## src/rtl/instr_fetch_ctrl_if.sv

```systemverilog
// rtl/instr_fetch_ctrl_if.sv - loader, fetch and memory-port bundle for instr_fetch_ctrl
// Ports (master = controller side):
//   loader : load_start, load_valid, load_data, load_done in; load_ready out
//   control: start, stall, branch_taken, branch_target, instr_in in
//   memory : pc, mem_we, mem_waddr, mem_wdata out
//   status : state, halted, cycle_count out
interface instr_fetch_ctrl_if #(
    parameter int ADDR_W = 5,
    parameter int DATA_W = 32
);
    logic              load_start;
    logic              load_valid;
    logic [DATA_W-1:0] load_data;
    logic              load_ready;
    logic              load_done;
    logic              start;
    logic              stall;
    logic              branch_taken;
    logic [31:0]       branch_target;
    logic [DATA_W-1:0] instr_in;
    logic [31:0]       pc;
    logic              mem_we;
    logic [ADDR_W-1:0] mem_waddr;
    logic [DATA_W-1:0] mem_wdata;
    logic [1:0]        state;
    logic              halted;
    logic [31:0]       cycle_count;

    modport master (
        input  load_start, load_valid, load_data, load_done,
        input  start, stall, branch_taken, branch_target, instr_in,
        output load_ready, pc, mem_we, mem_waddr, mem_wdata,
        output state, halted, cycle_count
    );

    modport slave (
        output load_start, load_valid, load_data, load_done,
        output start, stall, branch_taken, branch_target, instr_in,
        input  load_ready, pc, mem_we, mem_waddr, mem_wdata,
        input  state, halted, cycle_count
    );
endinterface

```

## src/rtl/instr_fetch_ctrl.sv

```systemverilog
// rtl/instr_fetch_ctrl.sv - instruction memory sequencer: loader writes, PC fetch, HALT detect
// Ports:
//   clk   - rising-edge clock
//   reset - synchronous active-high reset
//   bus   - instr_fetch_ctrl_if.master (loader handshake, fetch control, memory port, status)
module instr_fetch_ctrl #(
    parameter int         ADDR_W  = 5,
    parameter int         DATA_W  = 32,
    parameter logic [5:0] HALT_OP = 6'b111111
) (
    input logic             clk,
    input logic             reset,
    instr_fetch_ctrl_if.master bus
);
    localparam logic [1:0] ST_IDLE = 2'd0;
    localparam logic [1:0] ST_LOAD = 2'd1;
    localparam logic [1:0] ST_RUN  = 2'd2;
    localparam logic [1:0] ST_HALT = 2'd3;

    logic [1:0]        state_r;
    logic [ADDR_W-1:0] pc_r;
    logic [ADDR_W-1:0] wr_ptr;
    // One bit wider than the address so a full memory (2^ADDR_W words) is representable.
    logic [ADDR_W:0]   word_cnt;
    logic [31:0]       cycle_cnt;
    logic              accept;
    logic              is_halt;

    // Bits that are deliberately dropped: upper branch target and the instruction operand field.
    logic unused_bits;
    assign unused_bits = &{1'b0, bus.branch_target[31:ADDR_W], bus.instr_in[DATA_W-7:0]};

    assign bus.load_ready  = (state_r == ST_LOAD) && !word_cnt[ADDR_W];
    assign accept          = bus.load_ready && bus.load_valid;
    assign bus.mem_we      = accept;
    assign bus.mem_waddr   = wr_ptr;
    assign bus.mem_wdata   = bus.load_data;
    assign bus.pc          = {{(32-ADDR_W){1'b0}}, pc_r};
    assign bus.state       = state_r;
    assign bus.halted      = (state_r == ST_HALT);
    assign bus.cycle_count = cycle_cnt;
    assign is_halt         = (bus.instr_in[DATA_W-1:DATA_W-6] == HALT_OP);

    always_ff @(posedge clk) begin
        if (reset) begin
            state_r   <= ST_IDLE;
            pc_r      <= '0;
            wr_ptr    <= '0;
            word_cnt  <= '0;
            cycle_cnt <= '0;
        end else begin
            case (state_r)
                ST_IDLE: begin
                    if (bus.load_start) begin
                        state_r  <= ST_LOAD;
                        wr_ptr   <= '0;
                        word_cnt <= '0;
                    end else if (bus.start) begin
                        state_r   <= ST_RUN;
                        pc_r      <= '0;
                        cycle_cnt <= '0;
                    end
                end
                ST_LOAD: begin
                    // A restart pulse rewinds the pointer; otherwise an accepted word advances it.
                    if (bus.load_start) begin
                        wr_ptr   <= '0;
                        word_cnt <= '0;
                    end else if (accept) begin
                        wr_ptr   <= wr_ptr + ADDR_W'(1);
                        word_cnt <= word_cnt + (ADDR_W+1)'(1);
                    end
                    if (bus.load_done) begin
                        state_r <= ST_IDLE;
                    end
                end
                ST_RUN: begin
                    if (cycle_cnt != 32'hFFFF_FFFF) begin
                        cycle_cnt <= cycle_cnt + 32'd1;
                    end
                    if (bus.load_start) begin
                        state_r  <= ST_LOAD;
                        wr_ptr   <= '0;
                        word_cnt <= '0;
                    end else if (bus.branch_taken) begin
                        pc_r <= bus.branch_target[ADDR_W-1:0];
                    end else if (bus.stall) begin
                        pc_r <= pc_r;
                    end else if (is_halt) begin
                        state_r <= ST_HALT;
                    end else begin
                        pc_r <= pc_r + ADDR_W'(1);
                    end
                end
                default: begin
                    if (bus.load_start) begin
                        state_r  <= ST_LOAD;
                        wr_ptr   <= '0;
                        word_cnt <= '0;
                    end else if (bus.start) begin
                        state_r   <= ST_RUN;
                        pc_r      <= '0;
                        cycle_cnt <= '0;
                    end
                end
            endcase
        end
    end
endmodule

```

## src/flat_wrapper.sv

```systemverilog
// flat-port wrapper written by rule: the top's interface ports become plain ports
module instr_fetch_ctrl_flat 
#(
    parameter int         ADDR_W  = 5,
    parameter int         DATA_W  = 32,
    parameter logic [5:0] HALT_OP = 6'b111111
)
  (clk, reset, bus_load_start, bus_load_valid, bus_load_data, bus_load_done, bus_start, bus_stall, bus_branch_taken, bus_branch_target, bus_instr_in, bus_load_ready, bus_pc, bus_mem_we, bus_mem_waddr, bus_mem_wdata, bus_state, bus_halted, bus_cycle_count);
  instr_fetch_ctrl_if #(.ADDR_W(ADDR_W), .DATA_W(DATA_W)) bus_i ();
  input logic clk;
  input logic reset;
  input wire logic [$bits(bus_i.load_start)-1:0] bus_load_start;
  input wire logic [$bits(bus_i.load_valid)-1:0] bus_load_valid;
  input wire logic [$bits(bus_i.load_data)-1:0] bus_load_data;
  input wire logic [$bits(bus_i.load_done)-1:0] bus_load_done;
  input wire logic [$bits(bus_i.start)-1:0] bus_start;
  input wire logic [$bits(bus_i.stall)-1:0] bus_stall;
  input wire logic [$bits(bus_i.branch_taken)-1:0] bus_branch_taken;
  input wire logic [$bits(bus_i.branch_target)-1:0] bus_branch_target;
  input wire logic [$bits(bus_i.instr_in)-1:0] bus_instr_in;
  output wire logic [$bits(bus_i.load_ready)-1:0] bus_load_ready;
  output wire logic [$bits(bus_i.pc)-1:0] bus_pc;
  output wire logic [$bits(bus_i.mem_we)-1:0] bus_mem_we;
  output wire logic [$bits(bus_i.mem_waddr)-1:0] bus_mem_waddr;
  output wire logic [$bits(bus_i.mem_wdata)-1:0] bus_mem_wdata;
  output wire logic [$bits(bus_i.state)-1:0] bus_state;
  output wire logic [$bits(bus_i.halted)-1:0] bus_halted;
  output wire logic [$bits(bus_i.cycle_count)-1:0] bus_cycle_count;
  assign bus_i.load_start = bus_load_start;
  assign bus_i.load_valid = bus_load_valid;
  assign bus_i.load_data = bus_load_data;
  assign bus_i.load_done = bus_load_done;
  assign bus_i.start = bus_start;
  assign bus_i.stall = bus_stall;
  assign bus_i.branch_taken = bus_branch_taken;
  assign bus_i.branch_target = bus_branch_target;
  assign bus_i.instr_in = bus_instr_in;
  assign bus_load_ready = bus_i.load_ready;
  assign bus_pc = bus_i.pc;
  assign bus_mem_we = bus_i.mem_we;
  assign bus_mem_waddr = bus_i.mem_waddr;
  assign bus_mem_wdata = bus_i.mem_wdata;
  assign bus_state = bus_i.state;
  assign bus_halted = bus_i.halted;
  assign bus_cycle_count = bus_i.cycle_count;
  instr_fetch_ctrl #(.ADDR_W(ADDR_W), .DATA_W(DATA_W), .HALT_OP(HALT_OP)) u_core (.clk(clk), .reset(reset), .bus(bus_i));
endmodule
```

## config.mk

```make
export PLATFORM = sky130hd
export DESIGN_NAME = instr_fetch_ctrl_flat
export DESIGN_NICKNAME = d
export VERILOG_FILES = /design/src/rtl/instr_fetch_ctrl_if.sv /design/src/rtl/instr_fetch_ctrl.sv /design/src/flat_wrapper.sv
export SDC_FILE = /design/constraint.sdc
export NUM_CORES = 1
export LEC_CHECK = 0
export ABC_AREA = 0
export CORE_AREA = 3 3 100 102
export DETAILED_ROUTE_END_ITERATION = 10
export DIE_AREA = 0 0 103 105
export PLACE_DENSITY = 0.89
export SYNTH_ARGS = -nofsm -noshare
export SYNTH_HDL_FRONTEND = slang
export SYNTH_SLANG_ARGS = --single-unit
```

## constraint.sdc

```tcl
create_clock -name clk -period 3.45 [get_ports clk]
set_clock_uncertainty 0.2 [all_clocks]
set_input_delay 1.035 -clock clk [delete_from_list [all_inputs] [get_ports clk]]
set_output_delay 1.035 -clock clk [all_outputs]
set_load 0.05 [all_outputs]
```

### Yosys cells after proc, flatten, opt, wreduce, memory -nomap -nowiden

Index checks and enable logic that the tools add are counted.

| word-level totals | value |
|---|---|
| output and inout bits | 106 |
| input port bits | 104 |
| register bits after elaboration | 50 |

| operators by class | value |
|---|---|
| reductions and logical operators | 11 |
| eq/ne operators | 13 |
| add/sub/neg operators | 4 |
| bitwise logic cells | 2 |
| mux-type cells | 27 |

Operator list:

| cell | number |
|---|---|
| 32-bit two-way mux | 3 |
| 32-bit case mux with 2 select lines | 1 |
| 5-bit two-way mux | 10 |
| 32-bit by 1-bit adder with 32-bit output (second input constant) | 1 |
| 32-bit inequality test (second input constant) | 1 |
| 6-bit two-way mux | 4 |
| 2-bit two-way mux | 7 |
| 3-bit inequality test (second input constant) | 4 |
| 5-bit by 1-bit adder with 5-bit output (second input constant) | 2 |
| 5-bit case mux with 2 select lines | 1 |
| 5-bit AND reduction | 2 |
| 6-bit by 1-bit adder with 6-bit output (second input constant) | 1 |
| 6-bit == test (second input constant) | 1 |
| 2-bit nonzero test | 3 |
| 2-bit == test (second input constant) | 2 |
| 2-bit by 1-bit inequality test with 1-bit output (second input constant) | 2 |
| 2-bit case mux with 2 select lines | 1 |
| 4-bit AND reduction | 1 |
| 4-bit nonzero test | 1 |
| 3-bit by 2-bit inequality test with 1-bit output (second input constant) | 1 |
| 2-bit by 1-bit == test with 1-bit output (second input constant) | 1 |
| 1-bit logical AND | 2 |
| 2-bit inequality test (second input constant) | 1 |
| 1-bit inverter | 2 |
| 2 further kinds | 2 |

### Depth between registers and ports, before layout

Gate-level depths: netlist of the first run.

| logic depth | value |
|---|---|
| depth after elaboration | 6 |
| depth in mapped cells | 9 |

### Least setup slack after synthesis of the first run

OpenSTA, ideal clock, no wires.

| timing | value |
|---|---|
| path type | register to output |
| start | register u_core.state_r[0], in the netlist u_core.bus.state[0] |
| end | output port bus_mem_we |
| cell stages (with the launch flop) | 6 |
| required time | 2.215 ns |
| setup slack | -0.532 ns |
| arrival | 2.747 ns |
| buffers on the path | 1 |
| path through | dfxtp_1 > ha_1 > nor2b_1 > nand2_1 > inv_1 > clkbuf_1 |

| between the ends | value |
|---|---|
| longest elaborated chain between the ends | 3 |

Ends and longest elaborated chain:

| item | line | source |
|---|---|---|
| start: declaration | instr_fetch_ctrl.sv:20 | `logic [1:0] state_r;` |
| start signal: assignment | instr_fetch_ctrl.sv:46 | `state_r <= ST_IDLE;` |
| start signal: assignment | instr_fetch_ctrl.sv:55 | `state_r <= ST_LOAD;` |
| start signal: assignment | instr_fetch_ctrl.sv:59 | `state_r <= ST_RUN;` |
| 2-bit by 1-bit == test with 1-bit output | instr_fetch_ctrl.sv:33 | `assign bus.load_ready = (state_r == ST_LOAD) && !word_cnt[ADDR_W];` |
| 1-bit logical AND | instr_fetch_ctrl.sv:33 |  |
| via bus_load_ready | flat_wrapper.sv:21 | `output wire logic [$bits(bus_i.load_ready)-1:0] bus_load_ready;` |
| 1-bit logical AND | instr_fetch_ctrl.sv:34 | `assign accept = bus.load_ready && bus.load_valid;` |
| end: declaration | flat_wrapper.sv:23 | `output wire logic [$bits(bus_i.mem_we)-1:0] bus_mem_we;` |

The timed path passes the listed nets, and every way through them passes these cells.

### Worst setup path after layout of the first run

| timing | value |
|---|---|
| start | register u_core.state_r[0], in the netlist u_core.bus.state[0] |
| end | output port bus_load_ready |

| between the ends | value |
|---|---|
| longest elaborated chain between the ends | 2 |

Ends and longest elaborated chain:

| item | line |
|---|---|
| 2-bit by 1-bit == test with 1-bit output | instr_fetch_ctrl.sv:33 |
| 1-bit logical AND | instr_fetch_ctrl.sv:33 |
| end: declaration | flat_wrapper.sv:21 |

Every way passes these cells.

==> results_dict.tcl, run 1 <==
set metrics [dict create \
    die_w_microns 103 \
    synthFlopType "dfxtp_1" \
    synth_seq_cells 50 \
    core-area_sq_um 9196 \
    met3_usage 0.03538 \
    post-route-period-util 0.9149 \
    p_leak_nw 1.296 \
    synthTopCellsByArea "dfxtp_1, buf_4, a21oi_1, a311oi_1, nand2_1" \
    place_hpwl_microns 6169 \
    worst_pin_slew_ps 780.7 \
    maxCapViolCount 0 \
    finalHoldViolCount 0 \
    synth-xor-area-share 0.02613 \
    cts_tree "yes" \
    slew_viol_final 0 \
    setup_viol 0 \
    worst_slack_ps 293.5 \
    gp_congestion 0.9012 \
    worstPathMaxFanout 4 \
    die-area_sq_um 10820 \
    vias 3204 \
    synth_top_family_by_area "simple AND/OR/NAND/NOR gates" \
    finalNetCount 554 \
    synthMuxAreaShare 0.01493 \
    grt_busiest_layer "met2" \
    worst-endpoint-arrival_ps 1920 \
    post_cts_buffers 0 \
    dp_slack_ps 349.5 \
    powerDensity_nw_per_um2 366.2 \
    drt_pass1_iterations 7 \
    use_met2 0.2571 \
    cts.root.buffer_cell "clkbuf_8" \
    ant_nets 0 \
    htree_levels 2 \
    areaGrowthSynthToFinish_pct 15.57 \
    whs_ps 277.8 \
    synth.distinct_cells 52 \
    worstPathRequired_ps 2210 \
    yosysWarnings 0 \
    cts_buffers 5 \
    antenna_found_initial 0 \
    synth_top_area_frac 0.2986 \
    portBuffers 65 \
    avgSynthCellArea_sq_um 7.981 \
    ir_worst_vdd_mv 0.2113 \
    max-slew-margin-rel 0.4751 \
    fin_setup_tns_ps 0 \
    grt_max_degree 37 \
    synth_simple_gate_area_frac 0.2464 \
    rows 35 \
    status "finished clean" \
    synth_top_area_cell "dfxtp_1" \
    period_needed_ps 3157 \
    worst_setup_path_start_kind "flip-flop" \
    use_met1 0.2001 \
    vias_per_cell 5.773 \
    holdBufCountCts 0 \
    placed_cells 547 \
    drt_wl_total_microns 8501 \
    gr-total-overflow 0 \
    drt_first_iter_violations 206 \
    clk-insertion-delay-late_ps 310 \
    hp-class "reg -> reg" \
    n_antenna_cell 0 \
    wl_per_cell_microns 15.32 \
    clock_path_buffers 2 \
    numClockSinks 50 \
    synth_edf_count 0 \
    final_core_util 0.4212 \
    synthArstFlopShare 0 \
    synthAdderAreaFrac 0.02613 \
    syn_area_sq_um 3352 \
    clk_pin_slew_ps 90 \
    crit_type "reg -> out" \
    post_cts_resized 0 \
    start_util 0.3645 \
    postLayoutCellArea_sq_um 3874 \
    synth_cells 420 \
    rsz0062_at_grt "no" \
    fmaxAchievable_mhz 316.8 \
    first_global_vias 3049 \
    place_area_sq_um 3761 \
    endpoint_kind "output port" \
    ys_seq_area_frac 0.2986 \
    power_mw 1.419 \
    drive_above_1_share 0.07207 \
    drc_errors 0 \
    die_h_microns 105 \
    grtUsageTotal 0.1572 \
    synth_compound_area_frac 0.2079 \
    grt_pass1_wl_microns 14170 \
    final_cells 555 \
    ioPinCount 210 \
]
-- sequential cells by signal, indices dropped and copies added, names as in the netlist --
| register | count |
|---|---|
| u_core.bus.cycle_count | 32 |
| u_core.word_cnt | 6 |
| u_core.bus.mem_waddr | 5 |
| u_core.pc_r | 5 |
| u_core.bus.state | 2 |
-- logic make-up (layout without fill, tap and decap cells) --
logic type	count (synthesis)	after routing
AOI/OAI and AO/OA	103	103
xor gates and xnor gates	10	10
adders and majority gates	7	7
buffers and inverters	94	92
DFF	50	50
muxes	5	5
other	1	27
and+or+nand+nor	150	150
-- area by class of cell --
class	instances	area [sq um]
clock buffer	5	68.82
clock inverter	3	43.79
fill	904	5323
inverter	9	33.78
multi-input combinational	302	1852
sequential	50	1001
tap	111	138.9
timing repair buffer	75	735.7
-- layout by cell type, fill, tap and decap left out, types with 8 or more instances in the layout --
master and count:
nand2_1 35, xor2_1 8, o31ai_1 14, o21ai_0 14, dfxtp_1 50, clkdlybuf4s50_1 64, nand3_1 21, nand4_1 11
conb_1 27, buf_4 10, nor2_1 24, a21oi_1 30, a31oi_1 9, a311oi_1 15, inv_1 9
-- layer usage --
layer	up-vias	routed length [microns]
met4	0	100
met5	-	0
met3	21	711
met2	163	4199
met1	1509	3490
li1	1511	-
-- Yosys cell counts (5+ instances only) --
master    count
and4_1        6
nor3_1        7
buf_2         5
mux2i_1       5
nand3_1      21
a21oi_1      30
and3_1        5
clkbuf_1     16
and2_1        5
a311oi_1     15
inv_1         9
o31ai_1      14
nand4_1      11
a31oi_1       9
or4_1         7
nand2_1      35
dfxtp_1      50
nor2_1       24
buf_4        62
xor2_1        8
ha_1          7
o21ai_0      14
nor4_1        6
-- final timing paths --
check / from / slack, ps / depth (start not counted) / end
worst max register to register: u_core.bus.cycle_count[1]$_SDFFE_PP0P_ / 570 / 6 / u_core.bus.cycle_count[30]$_SDFFE_PP0P_
worst min-delay path: u_core.word_cnt[5]$_SDFFE_PP0P_ / 280 / 2 / u_core.word_cnt[5]$_SDFFE_PP0P_
worst max-delay path: u_core.bus.state[0]$_SDFFE_PP0P_ / 290 / 3 / bus_load_ready
worst min register to register: u_core.word_cnt[5]$_SDFFE_PP0P_ / 280 / 2 / u_core.word_cnt[5]$_SDFFE_PP0P_
-- critical path: stages, from the launching register on --
cell,delay [ps]
dfxtp_1,430
ha_1,190
nor2b_2,180
clkdlybuf4s50_1,820
-- report_power, final --
group / total, mW / switching, mW / internal (mW)
registers: 0.599 / 0.0129 / 0.586
clock network: 0.427 / 0.210 / 0.218
logic: 0.393 / 0.277 / 0.115
Note: power is estimated with default switching activity, not from simulation.
==> run 2, diff against run 1 <==
--- a/config.mk
+++ b/config.mk
@@ -6,9 +6,9 @@
 export NUM_CORES = 1
 export LEC_CHECK = 0
 export ABC_AREA = 0
-export CORE_AREA = 3 3 100 102
+export CORE_AREA = 2 2 99 101
 export DETAILED_ROUTE_END_ITERATION = 10
-export DIE_AREA = 0 0 103 105
+export DIE_AREA = 0 0 101 103
 export PLACE_DENSITY = 0.89
 export SYNTH_ARGS = -nofsm -noshare
 export SYNTH_HDL_FRONTEND = slang
==> run 2 against run 1 <==
Effect of this change:
- sequential power barely moved
- non-clock buffer count did not move
- count of clock-buffer cells in the layout is the same
- critical path type unchanged
- largest power group unchanged
==> results_dict.tcl, run 2 (synthesized netlist as in run 1, its figures left out) <==
set metrics [dict create \
    areaGrowthSynthToFinish_pct 15.68 \
    period_needed_ps 3141 \
    seq_power_share 0.423 \
    swShare 0.3518 \
    crit_type "reg -> out" \
    dp_slack_ps 357.7 \
    holdBufCountCts 0 \
    numClockSinks 50 \
    post_cts_resized 0 \
    largest_reg_flops 32 \
    first_global_vias 3027 \
    gp_congestion 0.8639 \
    ant_nets 0 \
    max-slew-margin-rel 0.3947 \
    slew_viol_final 0 \
    path_buf_inv 2 \
    n_antenna_cell 0 \
    post_cts_buffers 0 \
    drc_errors 0 \
    finalNetCount 554 \
    die-area_sq_um 10400 \
    p_switching_uw 498.5 \
    grt_max_degree 37 \
    ir_worst_vdd_mv 0.2018 \
    place_area_sq_um 3765 \
    drt_pass1_iterations 5 \
    drt_first_iter_violations 153 \
    whs_ps 274.7 \
    status "finished clean" \
    core-area_sq_um 9459 \
    hp-class "reg -> reg" \
    ioPinCount 210 \
    cts.root.buffer_cell "clkbuf_8" \
    final_core_util 0.4099 \
    path_delay_family "buffers and inverters" \
    die_h_microns 103 \
    worstPathMaxFanout 4 \
    path_cells "inv_1 > ha_1 > nor2b_2 > clkdlybuf4s50_1" \
    gr-total-overflow 0 \
    max_stage_delay_ps 820 \
    start_util 0.3544 \
    comb_power_share 0.277 \
    finalHoldViolCount 0 \
    clk_pin_slew_ps 100 \
    clock_path_buffers 2 \
    worstPathRequired_ps 2210 \
    cts_buffers 5 \
    drt_wl_total_microns 8792 \
    post-route-period-util 0.9105 \
    powerDensity_nw_per_um2 365.5 \
    fin_setup_tns_ps 0 \
    endpoint_kind "output port" \
    rsz0062_at_grt "no" \
    worst_slack_ps 308.7 \
    mostFrequentLayoutCell "clkdlybuf4s50_1" \
    drive_above_1_share 0.07207 \
    worst_pin_slew_ps 899.6 \
    vias_per_cell 5.876 \
    grtUsageTotal 0.1653 \
    setup_viol 0 \
    final_cell_mix "clkdlybuf4s50_1, dfxtp_1, nand2_1" \
    internal_power_uw 918.7 \
    cts_tree "yes" \
    grt_pass1_wl_microns 14110 \
    clockPowerShare 0.301 \
    r2r_slack_ps 510 \
    antenna_found_initial 0 \
    portBuffers 65 \
    place_hpwl_microns 6333 \
    worst-endpoint-arrival_ps 1910 \
    fillers 911 \
    worst_setup_path_start_kind "flip-flop" \
    rows 36 \
    postLayoutCellArea_sq_um 3877 \
    htree_levels 2 \
    fmaxAchievable_mhz 318.3 \
    vias 3279 \
    worst_path_max_delay_cell "clkdlybuf4s50_1" \
    die_w_microns 101 \
    wl_per_cell_microns 15.76 \
    maxCapViolCount 0 \
    p_leak_nw 1.296 \
    clk-insertion-delay-late_ps 310 \
]
[run 2: power by group through the flow]
stage | registers [mW] | logic [mW] | clock network, mW
floorplan | 0.638 | 0.370 | 0
global placement | 0.612 | 0.379 | 0
detailed placement | 0.612 | 0.388 | 0
CTS | 0.599 | 0.389 | 0.439
global route | 0.601 | 0.422 | 0.458
finish | 0.599 | 0.392 | 0.426
[run 2: per-layer routing]
layer  up-vias  share of wire  wire length (microns)  GRT usage
li1       1517              -                      -          -
met1      1546           0.40                   3484     0.1955
met2       192           0.49                   4349     0.2918
met3        24          0.088                    777    0.03729
met4         0          0.020                    180    0.06445
met5         -              0                      0          0
[run 2: final timing paths]
check                                    startpoint                                      to  depth (start not counted)
max                u_core.bus.state[1]$_SDFFE_PP0P_                          bus_load_ready                          4
min                 u_core.word_cnt[5]$_SDFFE_PP0P_         u_core.word_cnt[5]$_SDFFE_PP0P_                          2
max reg2reg  u_core.bus.cycle_count[1]$_SDFFE_PP0P_  u_core.bus.cycle_count[3]$_SDFFE_PP0P_                          7
min reg2reg         u_core.word_cnt[5]$_SDFFE_PP0P_         u_core.word_cnt[5]$_SDFFE_PP0P_                          2
[run 2: through the flow]
stage	instances	power [mW]
floorplan	446	1.009
finish	558	1.417
global placement	550	0.9904
detailed placement	550	0.9996
CTS	558	1.427
global route	558	1.481
[run 2: area by class of cell]
type	count	area, sq um	area share
Inverter	9	33.78	0.008712
Timing Repair Buffer	75	735.7	0.1897
Tap cell	114	142.6	0.03679
Sequential cell	50	1001	0.2581
Multi-Input combinational cell	302	1852	0.4776
Clock buffer	5	68.82	0.01775
Clock inverter	3	43.79	0.01129
[run 2: worst register-to-register path, delay by kind of cell, from the launching register on]
kind                       cells  cell delay, ps
buffers and inverters          1             200
DFF                            1             450
adders and majority gates      1             280
AOI/OAI and AO/OA              1             340
and+or+nand+nor                4            1360
==> run 3, diff against run 2 <==
--- a/config.mk
+++ b/config.mk
@@ -7,6 +7,7 @@
 export LEC_CHECK = 0
 export ABC_AREA = 0
 export CORE_AREA = 2 2 99 101
+export CTS_CLUSTER_SIZE = 25
 export DETAILED_ROUTE_END_ITERATION = 10
 export DIE_AREA = 0 0 101 103
 export PLACE_DENSITY = 0.89
==> results of run 3 <==
Final layout, timing and power as in run 2 (identical DEF).
